**config.mk**
```make
export PLATFORM = sky130hd
export DESIGN_NAME = mem_port_arbiter
export DESIGN_NICKNAME = d
export VERILOG_FILES = /design/src/rtl/mem_port_arbiter.sv
export SDC_FILE = /design/constraint.sdc
export NUM_CORES = 1
export LEC_CHECK = 0
export BUFFER_PORTS_ARGS = -buffer_cell sky130_fd_sc_hd__buf_2
export CAP_MARGIN = 20
export CORE_UTILIZATION = 42
export CTS_CLUSTER_DIAMETER = 100
export DETAILED_ROUTE_END_ITERATION = 7
export PLACE_DENSITY = 0.76
export RECOVER_POWER = 25
export SYNTH_ARGS = -nofsm -noshare
export SYNTH_HDL_FRONTEND = slang
export SYNTH_SLANG_ARGS = --single-unit
```
**constraint.sdc**
```tcl
create_clock -name iCLK -period 1.6 [get_ports iCLK]
set_input_delay 0.08 -clock iCLK [delete_from_list [all_inputs] [get_ports iCLK]]
set_output_delay 0.08 -clock iCLK [all_outputs]
set_load 0.01 [all_outputs]
```
**src/rtl/mem_port_arbiter.sv**
```systemverilog
// mem_port_arbiter: shares one memory port between I and D buses with a watchdog; define ARB_RR_EN for round-robin ties
module mem_port_arbiter #(
  parameter int          TIMEOUT  = 16,
  parameter logic [31:0] ERR_DATA = 32'hDEADBEEF
) (
  input  logic        iCLK,
  input  logic        iRST,
  input  logic        iIReadEnable,
  input  logic        iIWriteEnable,
  input  logic [3:0]  iIByteEnable,
  input  logic [31:0] iIAddress,
  input  logic [31:0] iIWriteData,
  output logic [31:0] oIReadData,
  output logic        oIReady,
  input  logic        iDReadEnable,
  input  logic        iDWriteEnable,
  input  logic [3:0]  iDByteEnable,
  input  logic [31:0] iDAddress,
  input  logic [31:0] iDWriteData,
  output logic [31:0] oDReadData,
  output logic        oDReady,
  output logic        oMReadEnable,
  output logic        oMWriteEnable,
  output logic [3:0]  oMByteEnable,
  output logic [31:0] oMAddress,
  output logic [31:0] oMWriteData,
  input  logic [31:0] iMReadData,
  input  logic        iMAck,
  output logic        oError,
  output logic        oGrantD
);
  typedef enum logic [1:0] {IDLE, BUSY, DONE} state_t;
  state_t      state;
  logic [7:0]  cnt;
  logic        i_req, d_req, win_d, finish;
  logic [31:0] resp;
  assign i_req  = iIReadEnable | iIWriteEnable;
  assign d_req  = iDReadEnable | iDWriteEnable;
  assign finish = iMAck | (cnt == 8'(TIMEOUT - 1));
  assign resp   = iMAck ? iMReadData : ERR_DATA;
`ifdef ARB_RR_EN
  // oGrantD doubles as the last-grant flag: a tie goes to the side not served last
  assign win_d = d_req & (~i_req | ~oGrantD);
`else
  assign win_d = d_req;
`endif
  always_ff @(posedge iCLK) begin
    if (iRST) begin
      state         <= IDLE;
      cnt           <= '0;
      oIReadData    <= '0;
      oDReadData    <= '0;
      oIReady       <= 1'b0;
      oDReady       <= 1'b0;
      oMReadEnable  <= 1'b0;
      oMWriteEnable <= 1'b0;
      oMByteEnable  <= '0;
      oMAddress     <= '0;
      oMWriteData   <= '0;
      oError        <= 1'b0;
      oGrantD       <= 1'b0;
    end else begin
      oIReady <= 1'b0;
      oDReady <= 1'b0;
      oError  <= 1'b0;
      case (state)
        IDLE: if (i_req | d_req) begin
          // a request with both strobes set is treated as a write
          oGrantD       <= win_d;
          oMWriteEnable <= win_d ? iDWriteEnable : iIWriteEnable;
          oMReadEnable  <= win_d ? iDReadEnable & ~iDWriteEnable : iIReadEnable & ~iIWriteEnable;
          oMByteEnable  <= win_d ? iDByteEnable : iIByteEnable;
          oMAddress     <= win_d ? iDAddress : iIAddress;
          oMWriteData   <= win_d ? iDWriteData : iIWriteData;
          cnt           <= '0;
          state         <= BUSY;
        end
        BUSY: if (finish) begin
          if (oMReadEnable && oGrantD) oDReadData <= resp;
          if (oMReadEnable && !oGrantD) oIReadData <= resp;
          oError        <= ~iMAck;
          oMReadEnable  <= 1'b0;
          oMWriteEnable <= 1'b0;
          state         <= DONE;
        end else begin
          cnt <= cnt + 8'd1;
        end
        DONE: begin
          oDReady <= oGrantD;
          oIReady <= ~oGrantD;
          state   <= IDLE;
        end
        default: state <= IDLE;
      endcase
    end
  end
endmodule

```
==> qor.csv <==
metric;value;unit
fin_crit;1760;ps
clock-sinks;148;
p_leak;4.89;nW
vias;7799;
dp_hpwl;13600;um
yosysTopAreaCell;dfxtp_1;
yosysSeqAreaShare;0.471;
drt-initial-drc-count;609;
synthToLayoutAreaGrowth;65.7;%
final_common_cell;buf_2;
ios;313;
cts_tree;built;
cap_violations;0;
synth_edf_count;0;
yosysUniqueCellTypes;40;
clock_skew;9.19;ps
drc_errors;0;
worst-setup-path-type;reg -> reg;
track_usage;0.323;
drv_slew;0;
power_density;976;mW/mm2
worstReg2RegEnd;oMAddress[4];
hold_end;oDReadData[1];
netlist_instances;721;
timing.rr.start;state[1];
outcome;finished, violations left;
synth_nets;897;
slew_headroom;0.481;
viasPerCell;5.67;
critPathRequiredTime;1860;ps
synthArstFlopShare;0;
worstMarginPinSlew;778;ps
hold_path_class;in -> reg;
seq_area;0.00297;mm2
fin_crit_sh;1.10;
port_buffers;312;
core_area;0.0146;mm2
drt-wirelength-per-cell;18.7;um
multi_input_area;0.00306;mm2
nets;1354;
synth_area_leaders;dfxtp_1 (47%), mux2i_1 (10%), a311oi_1 (9.5%);
rsz0062_at_grt;yes;
cts-root-buf;clkbuf_16;
grt_max_degree;69;
final_cell_mix;buf_2 (252), dlygate4sd3_1 (151), dfxtp_1 (144), nand2_1 (137), o21ai_0 (92);
fillers;978;
dpl_cell_area;0.00825;mm2
rr_worst_depth;4;
startpoint_type;flip-flop;
arrival;2020;ps
yosysTopAreaCellShare;0.471;
clk_latency;420;ps
rrSetupSlack;-160;ps
initial_core_util;0.431;
cts_buffers;17;
end_kind;flip-flop;
h-tree-depth;4;
grt_pass1_wl;40100;um
violations;negative setup slack;
drt-pass1-iter-count;6;
max_freq;568;MHz
cts_buffer_depth;2;
gp_congestion;0.825;
synth_area_per_cell;8.72;um2
cp_max_fo;58;
hold_start;iMReadData[1];
final_cell_area;0.0104;mm2
holdPathStages;3;
synth_flop_cell;dfxtp_1;
die_h;124;um
die_area;0.0155;mm2
synth_area;0.00629;mm2
wirelength;25800;um
fin_ws;-162;ps
gr-total-overflow;0;
post-route-util;0.714;
ir_drop;0.000836;V
clk_pin_slew;70;ps
rows;44;
synth_seq_cells;148;
die_w;124;um
setup_viol;1;
drive_above_1_share;0.297;
grt_pass1_vias;7897;
antenna_found_initial;3;
hold_viol;0;
preCtsSetupSlack;4.58;ps
ant_nets;0;
yosysWarnings;0;
==> registers in the layout, indices dropped and copies added (netlist names) <==
name	count
oMByteEnable	4
oDReady	1
oIReady	1
oIReadData	32
oMWriteData	32
cnt	8
state	2
oError	1
oDReadData	32
oMReadEnable	1
oMWriteEnable	1
oMAddress	32
oGrantD	1
==> cell families after synthesis <==
family                   count (synthesis)  synth area share
multiplexers                            65             0.104
AND/OR/NAND/NOR                        252             0.173
buffers and inverters                   74            0.0565
adder cells (fa/ha/maj)                  1           0.00199
flip-flops                             148             0.471
AO/OA/AOI/OAI                          181             0.193
==> cell usage after synthesis (2+ instances only) <==
master / instances
dfxtp_1: 148
nand2_1: 137
o21ai_0: 92
nor2_1: 75
a311oi_1: 68
mux2i_1: 65
clkbuf_1: 43
buf_2: 20
nand3_1: 17
buf_6: 7
a21oi_1: 5
a32o_1: 4
a21o_1: 3
inv_1: 3
nor3_1: 3
nor4_1: 3
a31oi_1: 2
nand2b_1: 2
nand3b_1: 2
or3_1: 2
==> repair_timing <==
| action | 4_1_cts | 5_1_grt |
|---|---|---|
| hold buffers | 151 | 0 |
| gates resized for setup | 7 | 11 |
| endpoints found under the setup margin | 17 | 71 |
| endpoints found under the hold margin | 92 | 0 |
| gates cloned | 1 | 0 |
| buffers inserted | 1 | 2 |
| pin swaps | 3 | 9 |
==> where the power goes <==
| group | total [mW] | leakage (nW) | internal, mW | switching (mW) |
|---|---|---|---|---|
| combinational | 1.97 | 3.38 | 0.906 | 1.06 |
| sequential | 4.08 | 1.21 | 3.92 | 0.155 |
| clock | 4.12 | 0.297 | 2.53 | 1.59 |
==> layout make-up <==
class | count | share of cell area
antenna | 1 | 0.000240
clock buffer | 19 | 0.0435
clock inverter | 12 | 0.0148
inverter | 3 | 0.00108
multi-input combinational | 499 | 0.294
sequential | 148 | 0.285
tap | 184 | 0.0221
timing repair buffer | 509 | 0.340
==> routing by layer <==
| layer | GRT usage | routed length [um] | up-vias |
|---|---|---|---|
| li1 | - | - | 3490 |
| met1 | 0.349 | 9170 | 3488 |
| met2 | 0.531 | 11900 | 643 |
| met3 | 0.0911 | 2660 | 174 |
| met4 | 0.251 | 2030 | 4 |
| met5 | 0 | 23 | - |
==> worst max-delay path by stage <==
stage / startpoint / endpoint / slack (ps) / cells after the start
after floorplan: cnt[0] / cnt[5] / 3 / 6
after global placement: cnt[0] / cnt[5] / 30 / 5
after detailed placement: cnt[0] / cnt[5] / 5 / 5
after global routing: state[0] / oMAddress[4] / -210 / 4
after CTS: cnt[1] / oDReadData[13] / 0.8 / 6
final: state[1] / oMAddress[4] / -160 / 4
==> through the flow <==
step | setup TNS, ps | instances | hold WS [ps] | total power [mW]
after floorplan | 0 | 721 | 239 | 4.92
after global placement | 0 | 1188 | 344 | 5.62
after detailed placement | 0 | 1188 | 350 | 5.64
after CTS | 0 | 1372 | 1.22 | 10.0
after global routing | -535 | 1375 | 11.1 | 10.5
final | -162 | 1375 | 12.0 | 10.2
==> worst max-delay path, stage by stage (launching register included) <==
cell      delay (ps)
dfxtp_2          360
nor3_4           290
buf_12           290
nor2_1           100
a311oi_2         540
(Power assumes the default switching activity.)
